## src/rtl/instruction_fetch_queue_if.sv

```systemverilog
// Bundle of the memory-port, redirect and decode-handshake signals of the
// instruction fetch queue. The master side is the fetch queue itself; the
// slave side is the surrounding memory/execute/decode environment.
interface instruction_fetch_queue_if #(
    parameter int ADDR_W = 32,
    parameter int DATA_W = 32
);
    logic              mem_mode;
    logic [ADDR_W-1:0] mem_address;
    logic [DATA_W-1:0] mem_data_in;
    logic [DATA_W-1:0] mem_data_out;
    logic              redirect_valid;
    logic [ADDR_W-1:0] redirect_pc;
    logic              instr_valid;
    logic              instr_ready;
    logic [DATA_W-1:0] instr;
    logic [ADDR_W-1:0] instr_pc;

    modport master (
        output mem_mode,
        output mem_address,
        output mem_data_in,
        input  mem_data_out,
        input  redirect_valid,
        input  redirect_pc,
        output instr_valid,
        input  instr_ready,
        output instr,
        output instr_pc
    );

    modport slave (
        input  mem_mode,
        input  mem_address,
        input  mem_data_in,
        output mem_data_out,
        output redirect_valid,
        output redirect_pc,
        input  instr_valid,
        output instr_ready,
        input  instr,
        input  instr_pc
    );
endinterface

```

## src/rtl/instruction_fetch_queue.sv

```systemverilog
// Instruction fetch queue: owns the PC, issues one word read per cycle to a
// memory with one cycle of read latency, and buffers the returned words with
// their PCs in a DEPTH-entry FIFO towards decode. A redirect flushes the FIFO,
// drops the read in flight and restarts fetching at the new PC.
module instruction_fetch_queue #(
    parameter int                ADDR_W    = 32,
    parameter int                DATA_W    = 32,
    parameter int                DEPTH     = 4,
    parameter int                PC_STEP   = 1,
    parameter logic [ADDR_W-1:0] RESET_PC  = '0,
    parameter logic              MODE_READ = 1'b0
) (
    input  logic                       clk,
    input  logic                       rst,
    instruction_fetch_queue_if.master  bus
);
    localparam int PTR_W = $clog2(DEPTH);
    localparam int CNT_W = $clog2(DEPTH + 1);

    logic [ADDR_W-1:0] fetch_pc_q, fetch_pc_d;
    logic [ADDR_W-1:0] pend_pc_q,  pend_pc_d;
    logic              inflight_q, inflight_d;
    logic [PTR_W-1:0]  rd_ptr_q,   rd_ptr_d;
    logic [PTR_W-1:0]  wr_ptr_q,   wr_ptr_d;
    logic [CNT_W-1:0]  count_q,    count_d;
    logic [DATA_W-1:0] data_q [DEPTH];
    logic [DATA_W-1:0] data_d [DEPTH];
    logic [ADDR_W-1:0] pc_q   [DEPTH];
    logic [ADDR_W-1:0] pc_d   [DEPTH];

    logic              pop;
    logic              push;
    logic              issue;
    logic [CNT_W:0]    demand;

    // Fixed memory-port outputs and FIFO head presentation.
    always_comb begin
        bus.mem_mode    = MODE_READ;
        bus.mem_address = fetch_pc_q;
        bus.mem_data_in = '0;
        bus.instr_valid = (count_q != '0);
        bus.instr       = data_q[rd_ptr_q];
        bus.instr_pc    = pc_q[rd_ptr_q];
    end

    // Next-state logic: issue, capture, pop and redirect flush.
    always_comb begin
        pop    = (count_q != '0) && bus.instr_ready;
        push   = inflight_q && !bus.redirect_valid;
        // Entries held plus the read in flight, less the one leaving now;
        // a new read may issue only if its response is sure to find space.
        demand = {1'b0, count_q} + (CNT_W+1)'(inflight_q) - (CNT_W+1)'(pop);
        issue  = !bus.redirect_valid && (demand < (CNT_W+1)'(DEPTH));

        fetch_pc_d = fetch_pc_q;
        pend_pc_d  = pend_pc_q;
        inflight_d = issue;
        rd_ptr_d   = rd_ptr_q;
        wr_ptr_d   = wr_ptr_q;
        count_d    = count_q;
        data_d     = data_q;
        pc_d       = pc_q;

        if (issue) begin
            pend_pc_d  = fetch_pc_q;
            fetch_pc_d = fetch_pc_q + ADDR_W'(PC_STEP);
        end

        if (push) begin
            data_d[wr_ptr_q] = bus.mem_data_out;
            pc_d[wr_ptr_q]   = pend_pc_q;
            wr_ptr_d         = wr_ptr_q + PTR_W'(1);
        end

        if (pop) begin
            rd_ptr_d = rd_ptr_q + PTR_W'(1);
        end

        count_d = count_q + CNT_W'(push) - CNT_W'(pop);

        // Redirect outranks everything: empty the queue, forget the pending
        // response and restart at the target PC.
        if (bus.redirect_valid) begin
            fetch_pc_d = bus.redirect_pc;
            rd_ptr_d   = '0;
            wr_ptr_d   = '0;
            count_d    = '0;
        end
    end

    // State registers with asynchronous active-low reset.
    always_ff @(posedge clk or negedge rst) begin
        if (!rst) begin
            fetch_pc_q <= RESET_PC;
            pend_pc_q  <= '0;
            inflight_q <= 1'b0;
            rd_ptr_q   <= '0;
            wr_ptr_q   <= '0;
            count_q    <= '0;
            for (int i = 0; i < DEPTH; i++) begin
                data_q[i] <= '0;
                pc_q[i]   <= '0;
            end
        end else begin
            fetch_pc_q <= fetch_pc_d;
            pend_pc_q  <= pend_pc_d;
            inflight_q <= inflight_d;
            rd_ptr_q   <= rd_ptr_d;
            wr_ptr_q   <= wr_ptr_d;
            count_q    <= count_d;
            data_q     <= data_d;
            pc_q       <= pc_d;
        end
    end
endmodule

```

## src/flat_wrapper.sv

```systemverilog
// flat-port wrapper written by rule: the top's interface ports become plain ports
module instruction_fetch_queue_flat 
#(
    parameter int                ADDR_W    = 32,
    parameter int                DATA_W    = 32,
    parameter int                DEPTH     = 4,
    parameter int                PC_STEP   = 1,
    parameter logic [ADDR_W-1:0] RESET_PC  = '0,
    parameter logic              MODE_READ = 1'b0
)
  (clk, rst, bus_mem_mode, bus_mem_address, bus_mem_data_in, bus_mem_data_out, bus_redirect_valid, bus_redirect_pc, bus_instr_valid, bus_instr_ready, bus_instr, bus_instr_pc);
  instruction_fetch_queue_if #(.ADDR_W(ADDR_W), .DATA_W(DATA_W)) bus_i ();
  input  logic clk;
  input  logic rst;
  output wire logic [$bits(bus_i.mem_mode)-1:0] bus_mem_mode;
  output wire logic [$bits(bus_i.mem_address)-1:0] bus_mem_address;
  output wire logic [$bits(bus_i.mem_data_in)-1:0] bus_mem_data_in;
  input wire logic [$bits(bus_i.mem_data_out)-1:0] bus_mem_data_out;
  input wire logic [$bits(bus_i.redirect_valid)-1:0] bus_redirect_valid;
  input wire logic [$bits(bus_i.redirect_pc)-1:0] bus_redirect_pc;
  output wire logic [$bits(bus_i.instr_valid)-1:0] bus_instr_valid;
  input wire logic [$bits(bus_i.instr_ready)-1:0] bus_instr_ready;
  output wire logic [$bits(bus_i.instr)-1:0] bus_instr;
  output wire logic [$bits(bus_i.instr_pc)-1:0] bus_instr_pc;
  assign bus_mem_mode = bus_i.mem_mode;
  assign bus_mem_address = bus_i.mem_address;
  assign bus_mem_data_in = bus_i.mem_data_in;
  assign bus_i.mem_data_out = bus_mem_data_out;
  assign bus_i.redirect_valid = bus_redirect_valid;
  assign bus_i.redirect_pc = bus_redirect_pc;
  assign bus_instr_valid = bus_i.instr_valid;
  assign bus_i.instr_ready = bus_instr_ready;
  assign bus_instr = bus_i.instr;
  assign bus_instr_pc = bus_i.instr_pc;
  instruction_fetch_queue #(.ADDR_W(ADDR_W), .DATA_W(DATA_W), .DEPTH(DEPTH), .PC_STEP(PC_STEP), .RESET_PC(RESET_PC), .MODE_READ(MODE_READ)) u_core (.clk(clk), .rst(rst), .bus(bus_i));
endmodule
```

## config.mk

```make
export PLATFORM = sky130hd
export DESIGN_NAME = instruction_fetch_queue_flat
export DESIGN_NICKNAME = d
export VERILOG_FILES = /design/src/rtl/instruction_fetch_queue_if.sv /design/src/rtl/instruction_fetch_queue.sv /design/src/flat_wrapper.sv
export SDC_FILE = /design/constraint.sdc
export NUM_CORES = 1
export LEC_CHECK = 0
export CAP_MARGIN = 10
export CORE_UTILIZATION = 56
export DETAILED_ROUTE_END_ITERATION = 6
export GPL_TIMING_DRIVEN = 0
export PLACE_DENSITY = 0.89
export SYNTH_ARGS = -nofsm -noshare
export SYNTH_HDL_FRONTEND = slang
export SYNTH_SLANG_ARGS = --single-unit
```

## constraint.sdc

```tcl
create_clock -name clk -period 4.4 [get_ports clk]
set_clock_uncertainty 0.1 [all_clocks]
set_input_delay 0.44 -clock clk [delete_from_list [all_inputs] [get_ports clk]]
set_output_delay 0.44 -clock clk [all_outputs]
set_load 0.01 [all_outputs]
```

# == Word-level counts from Yosys, hierarchy flattened ==
# Cells that the tools add are included.
# totals
reg_bits,328
out_inout_bits,130
# op_classes
magnitude_cmp,4
bitwise,2
n_reduce_logical,9
addsub,7
muxes,17
# ops
cell,n
$bwmux 128,2
$mux 32,7
$bmux 32 s2,2
$demux 32 s2,1
$add 32x1->32 const B,1
$mux 2,4
$ge 3x3->1 const B,2
$not 2->3,2
$reduce_bool 2->1,3
$add 2x1->2 const B,2
$add 3x1->4,1
$logic_and 1x1->1,4
$lt 4x3->1 const B,1
$sub 4x1->4,1
$add 3x1->3,1
$lt 3x1->1 const B,1
$mux 3,1
$reduce_bool 3->1,1
$sub 3x1->3,1
$logic_not 1->1,1

# == Longest topological paths before layout ==
# Gate-level depths: netlist (run 1).
# depth
depth_word,7
ltp_mapped,13
mapped_depth_nobuf,10

# == Least setup slack after synthesis (run 1) ==
# No wires, ideal clock.
# synth_timing
path_type,register to register
from,register u_core.count_q[1]
to,register u_core.fetch_pc_q[16] (netlist: u_core.bus.mem_address[16])
n_path_buf,2
period_less_slack_ns,3.334
arrival_ns,3.109
path_slack_ns,1.066
required_time_ns,4.175
path_stages_with_launch,13
setup_time_ns,0.125
cell_sequence,dfrtp_1 > or3_1 > and2_1 > ha_1 > inv_1 > ha_1 > and3b_1 > or4_4 > buf_6 > buf_12 > a2111oi_4 > xor2_1 > mux2_2
# synth_via
elab_chain_cells,6
# synth_lines
item,line,source
start: declaration,instruction_fetch_queue.sv:25,"logic [CNT_W-1:0] count_q, count_d;"
start signal: assignment,instruction_fetch_queue.sv:110,count_q <= count_d;
$reduce_bool 3->1,--,
via bus_instr_valid,flat_wrapper.sv:21,output wire logic [$bits(bus_i.instr_valid)-1:0] bus_instr_valid;
$logic_and 1x1->1,instruction_fetch_queue.sv:48,pop = (count_q != '0) && bus.instr_ready;
$sub 4x1->4,instruction_fetch_queue.sv:52,"demand = {1'b0, count_q} + (CNT_W+1)'(inflight_q) - (CNT_W+1)'(pop);"
$lt 4x3->1,instruction_fetch_queue.sv:53,issue = !bus.redirect_valid && (demand < (CNT_W+1)'(DEPTH));
$logic_and 1x1->1,instruction_fetch_queue.sv:53,
$reduce_bool 2->1 (no line),--,
end signal: assignment,instruction_fetch_queue.sv:105,fetch_pc_q <= fetch_pc_d;
end: declaration,instruction_fetch_queue.sv:20,"logic [ADDR_W-1:0] fetch_pc_q, fetch_pc_d;"
# The timed path passes the listed nets, and every way through them passes these cells.
# A chain may end at the register's enable or synchronous reset.

# == Worst setup path in the final report (run 1) ==
# layout_timing
from,register u_core.rd_ptr_q[1]
to,output bus_instr_pc[12]
# layout_via
elab_chain_cells,4
# layout_lines
item,line,source
start: declaration,instruction_fetch_queue.sv:23,"logic [PTR_W-1:0] rd_ptr_q, rd_ptr_d;"
start signal: assignment,instruction_fetch_queue.sv:108,rd_ptr_q <= rd_ptr_d;
$not 2->3 (not written as such),instruction_fetch_queue.sv:43,bus.instr_pc = pc_q[rd_ptr_q];
$bmux 32 s2,instruction_fetch_queue.sv:43,
$mux 32 (not written as such) (2 in a row),instruction_fetch_queue.sv:43,
end: declaration,flat_wrapper.sv:24,output wire logic [$bits(bus_i.instr_pc)-1:0] bus_instr_pc;
# No other way between the ends. The select of a mux whose other input is x is not followed.

==> flow_summary.toml, run 1 <==
[detailed_routing]
drc = 0
via_count = 9207
vias_per_cell = 5.83
drtIter0Drc = 625
finalWirelength_um = 33800
antenna_left = 0
dr.pass1.iters = 5
wl_per_cell_um = 21.4

[cells_and_area]
antenna_cells = 0
final_util_pct = 70.5
fin_cells = 1580
layout.nets = 1303
area_delta_synth_final_pct = 22.0
layout-drive-gt1-share_pct = 39.0

[floorplanning]
start_util_pct = 57.8
die_h_um = 167
die_area_um2 = 27800
die_x_um = 167
io_pins = 198
core_area_um2 = 26400
num_rows = 59

[timing]
setup_violations = 0
min_period_ns = 3.70
setup_tns_ns = 0
hold_violations = 0
post-route-period-util_pct = 84.1
max_freq_ghz = 0.270
hold_slack_ns = 0.385
slew_violations = 0
rsz0062_at_grt = "false"
maxSlewHeadroom_pct = 37.2
worst_pin_slew_ns = 0.942

[pwr]
leakagePower_nw = 8.18
max-vdd-ir-drop_mv = 0.433
power_density_nw_per_um2 = 654
power_mw = 12.1

[grt]
grt_usage_pct = 25.4
grt_pass1_vias = 9952
grt_start_max_net_pins = 124
antenna_found_initial = 0
grt-ovfl-total = 0
grt_first_pass_wirelength_um = 54900

[logic_synthesis]
synth_edf_count = 0
ys_ff_latch = 328
synth_area_um2 = 15200
seq_area_frac_synth_pct = 53.9
synth_cell_types = 39
yosysMostFrequentCell = "dfrtp_1"
synth.area.top_cells = "dfrtp_1 (54%), mux2_2 (22%), mux4_2 (9.5%), a2111oi_4 (3.3%), buf_4 (1.7%)"
synth_common_cells = "dfrtp_1 (328), mux2_2 (292), mux4_2 (64)"
async_flop_share_pct = 100
synth_ff_type = "dfrtp_1"
synth_top_area_share_pct = 53.9
syn_inst = 990
avgSynthCellArea_um2 = 15.4
ys_warn_count = 0
yosys.area.top_type = "dfrtp_1"

[setup_path]
crit_top_cell = "clkbuf_1"
cp_max_fo = 10
start_kind = "flop"
cpPeakStageDelay_ns = 0.68
cp_slowest_cell = "clkbuf_1"
path_cells = "clkbuf_1 -> clkbuf_1 -> mux4_2 -> clkdlybuf4s50_1"
reg2reg_depth = 11
cp_data_arrival_time_ns = 3.16
cp-end-kind = "output pin"
critical_path_required_ns = 3.86
worst-setup-path-type = "reg2out"

[place]
place_congestion = 0.885
port_buffers = 163
dp.cells = 1522
dp_hpwl_um = 23000

[status]
status = "finished clean"

[cts]
numCtsBuffers = 34
post-cts-setup-buffers = 0
h-tree-depth = 2
cts_tree = "built"
clk_path_buf_depth = 3
ctsRootBufferMaster = "clkbuf_16"
worstSkewPairLatency_ns = 0.52
cts.sinks = 328
clk_pin_slew_ns = 0.06

[hold_path]
hold_class = "in2reg"
hold_depth = 3

[flow_run]
max_cap_viol_count = 0
==> cells in the final DEF (no fill, tap or decap), drive strengths merged, types with 15 or more instances in the layout <==
cell type and n:
clkdlybuf4s50 162, mux2 292, a2111oi 20, o21ai 28, conb 33, xnor2 30, buf 60, inv 15
clkbuf 87, nand2 50, mux4 64, dfrtp 328
==> path summary, 6_finish.rpt <==
check,start,end,slack [ns]
max,u_core.rd_ptr_q[1]$_DFFE_PN0P_,bus_instr_pc[12],0.70
min,bus_redirect_pc[10],u_core.bus.mem_address[10]$_DFFE_PN0P_,0.38
max reg2reg,u_core.count_q[1]$_DFF_PN0_,u_core.pend_pc_q[21]$_DFFE_PN0P_,0.72
min reg2reg,u_core.pc_q[36]$_DFFE_PN0P_,u_core.pc_q[36]$_DFFE_PN0P_,0.40
max in group asynchronous,rst,u_core.pc_q[89]$_DFFE_PN0P_,2.72
min in group asynchronous,rst,u_core.data_q[90]$_DFFE_PN0P_,0.43
==> layout make-up <==
cell class	count	area [um^2]
Buffer	94	542
Clock buffer	50	1040
Clock inverter	7	60.1
Fill cell	1676	7780
Inverter	15	56.3
Multi-Input combinational cell	585	6540
Sequential cell	328	8210
Tap cell	335	419
Timing Repair Buffer	166	1700
==> critical path, delay by kind of cell (launching register included) <==
family / cells / cell delay [ns]
buffers and inverters: 3 / 1.79
flip-flops: 1 / 0.39
multiplexers: 1 / 0.46
==> repair_timing <==
item | in CTS | in global routing
resized for setup | 0 | 0
hold endpoints to repair | 87 | 0
endpoints found under the setup margin | 0 | 0
hold buffers | 1 | 0
==> power by group <==
part | total (mW) | internal (mW) | leakage, nW | switching, mW
Clock | 2.83 | 1.70 | 0.551 | 1.13
Sequential | 4.84 | 4.12 | 4.25 | 0.727
Combinational | 4.47 | 2.66 | 3.37 | 1.81
Total | 12.1 | 8.48 | 8.18 | 3.66
==> logic make-up (layout without fill, tap and decap cells) <==
kind of cell,Yosys count,in the layout,share of synthesized area [%]
simple gates,87,87,2.80
mux,358,358,31.2
other cells,1,33,0.0246
buf+inv,109,332,3.93
compound gates,60,60,5.10
flops,328,328,53.9
fa+ha+maj,11,11,0.953
xor+xnor,36,36,2.07
==> registers in the layout, summed over array words and instances (netlist names) <==
register                flops
u_core.bus.mem_address     32
u_core.count_q              3
u_core.data_q             128
u_core.inflight_q           1
u_core.pc_q               128
u_core.pend_pc_q           32
u_core.rd_ptr_q             2
u_core.wr_ptr_q             2
==> layer usage <==
layer	track usage [%]	wire length, um
met1	33.9	14200
met2	42.9	17100
met3	3.97	1720
met4	7.85	826
met5	0	0
==> stage by stage <==
stage	area [um^2]	setup WS (ns)
after floorplan	15300	1.07
after global placement	17400	-10.95
after detailed placement	17500	0.687
after CTS	18600	0.642
after global routing	18600	0.538
final	18600	0.698
(Power assumes the default switching activity.)
==> run 2, diff against run 1 <==
- CORE_UTILIZATION: 56 -> 50
- PLACE_DENSITY: 0.89 -> 0.84
- clock period: 4.4 -> 3.3 ns (I/O delays scaled with it)
==> run 2 against run 1 <==
- the run now ends with setup timing left
- clock-buffer cell count up 1
- wire length is 2.5% higher
- core utilization down 6.6 points
- final area increased by 2.4%
- final cell count up 4.6%
- via count grew 0.16%
- clock power is 42% higher
- critical endpoint is now u_core.pend_pc_q[30]$_DFFE_PN0P_
==> flow_summary.toml, run 2 (same netlist as run 1, synthesis figures left out) <==
[grt]
grt-ovfl-total = 0
grt_pass1_vias = 9736
grt_usage_pct = 22.6
grt_first_pass_wirelength_um = 54300
grt_start_max_net_pins = 128
antenna_found_initial = 0

[cells_and_area]
layout_common_cells = "dfrtp_1 (327), mux2_2 (291), clkdlybuf4s50_1 (162), mux4_2 (64), nand2_1 (50)"
final_common_cell = "dfrtp_1"
top_regs = "u_core.data_q (128), u_core.pc_q (128)"
fillerInstances = 2180
area_delta_synth_final_pct = 24.9
antenna_cells = 0
layout.nets = 1317
layout-drive-gt1-share_pct = 41.4
design_area_um2 = 19000
final_util_pct = 63.8

[detailed_routing]
antenna_left = 0
dr.pass1.iters = 5
wl_per_cell_um = 21.0
finalWirelength_um = 34700
drc = 0
drtIter0Drc = 576
vias_per_cell = 5.58
via_count = 9222

[cts]
clk_pin_slew_ns = 0.06
cts_tree = "built"
numCtsBuffers = 36
cts.sinks = 328
h-tree-depth = 2
ctsRootBufferMaster = "clkbuf_16"
clk_path_buf_depth = 3
worstSkewPairLatency_ns = 0.52

[pwr]
p_comb_share_pct = 37.5
switching_share_pct = 30.3
power_frac_clock_pct = 24.0
power_mw = 16.7
max-vdd-ir-drop_mv = 0.482
power_density_nw_per_um2 = 878
leakagePower_nw = 8.35
seqPwrFrac_pct = 38.5
internal_power_mw = 11.6
p_sw_mw = 5.07

[place]
dpl_cell_area_um2 = 17500
port_buffers = 163
place_congestion = 0.840
dp_hpwl_um = 22700

[timing]
worst_pin_slew_ns = 0.912
post-route-period-util_pct = 100
rsz0062_at_grt = "true"
maxSlewHeadroom_pct = 39.2
max_freq_ghz = 0.302
min_period_ns = 3.31
hold_violations = 0
setup_violations = 5
hold_slack_ns = 0.280
slew_violations = 0
fin_ws_ns = -0.00985

[floorplanning]
core_area_um2 = 29800
die_area_um2 = 31100
io_pins = 198
start_util_pct = 51.1
die_h_um = 176
die_x_um = 176
num_rows = 63

[status]
status = "finished with violations"
violations = "setup timing"

[setup_path]
cp_data_arrival_time_ns = 3.60
cp_max_fo = 10
cp_slowest_cell = "or4_4"
cpPeakStageDelay_ns = 0.56
crit_buf_inv = 4
cpLargestDelayFamily = "simple AND/OR/NAND/NOR gates"
path_cells = "or3_4 -> and2_4 -> ha_4 -> inv_2 -> ha_4 -> and3b_2 -> or4_4 -> buf_4 -> a21oi_4 -> buf_6 -> buf_6 -> mux2_2"
start_kind = "flop"
worst-setup-path-type = "reg2reg"
cp-end-kind = "flop"
critical_path_required_ns = 3.59

[hold_path]
hold_class = "in2reg"

[flow_run]
max_cap_viol_count = 0
run 2: cell count changes in the layout (fill, tap and decap cells not counted), sizes merged:
| cell | delta |
|---|---|
| clkbuf | +10 |
| buf | +3 |
| clkinv | +2 |
| bufinv | +1 |
| clkinvlp | +1 |
run 2: timing repair:
item                       in CTS  in global routing
setup endpoints to repair     120                105
resized for setup              23                 27
buffers inserted                5                  7
hold buffers                    1                  0
cloned                          1                  1
pin swaps                      11                 30
hold endpoints to repair       77                  0
run 2: through the flow:
| stage | std cells | setup slack (ns) | TNS (ns) |
|---|---|---|---|
| after global routing | 1652 | -0.0547 | -1.23 |
| after detailed placement | 1577 | -0.326 | -9.65 |
| after CTS | 1645 | -0.00172 | -0.00172 |
| after global placement | 1575 | -11.98 | -3926.60 |
| after floorplan | 1022 | 0.0374 | 0 |
| final | 1652 | -0.00985 | -0.0166 |
run 2: power groups by stage:
stage | clock network (mW) | logic [mW] | registers [mW]
floorplan | 0 | 3.88 | 6.15
global placement | 0 | 5.84 | 6.40
detailed placement | 0 | 6.01 | 6.48
CTS | 4.10 | 6.18 | 6.42
global route | 4.27 | 6.67 | 6.62
finish | 4.01 | 6.26 | 6.43
run 2: per-layer routing:
layer  global-route usage [%]  share of wire [%]  vias to the layer above
li1                         -                  -                     4064
met1                     30.9                 43                     4843
met2                     36.7                 50                      262
met3                     4.35                5.3                       53
met4                     6.39                2.1                        0
met5                        0                  0                        -
run 2: final timing paths:
kind                                               startpoint                                     to  slack [ns]  depth (start not counted)
worst max-delay path              u_core.count_q[1]$_DFF_PN0_       u_core.pend_pc_q[30]$_DFFE_PN0P_       -0.01                         12
worst min-delay path                       bus_redirect_pc[7]  u_core.bus.mem_address[7]$_DFFE_PN0P_        0.28                          3
worst max register to register    u_core.count_q[1]$_DFF_PN0_       u_core.pend_pc_q[30]$_DFFE_PN0P_       -0.01                         12
worst min register to register  u_core.data_q[34]$_DFFE_PN0P_          u_core.data_q[34]$_DFFE_PN0P_        0.40                          1
max in group asynchronous                                 rst            u_core.pc_q[87]$_DFFE_PN0P_        1.74                          3
min in group asynchronous                                 rst         u_core.data_q[101]$_DFFE_PN0P_        0.29                          2
run 2: worst register-to-register path: cells and delay by family, from the launching register on:
kind            cells  cell delay, ns
compound gates      1            0.15
fa+ha+maj           2            0.33
buf+inv             4            0.53
flops               1            0.41
mux                 1            0.34
simple gates        4            1.34
run 2: cell type report:
cell class	count	area, um^2	area share (%)
clock buffer	51	1080	5.67
buffer	92	578	3.04
clock inverter	11	115	0.605
sequential	328	8210	43.2
inverter	15	56.3	0.296
multi-input combinational	585	6630	34.9
timing repair buffer	180	1860	9.78
tap	390	488	2.57
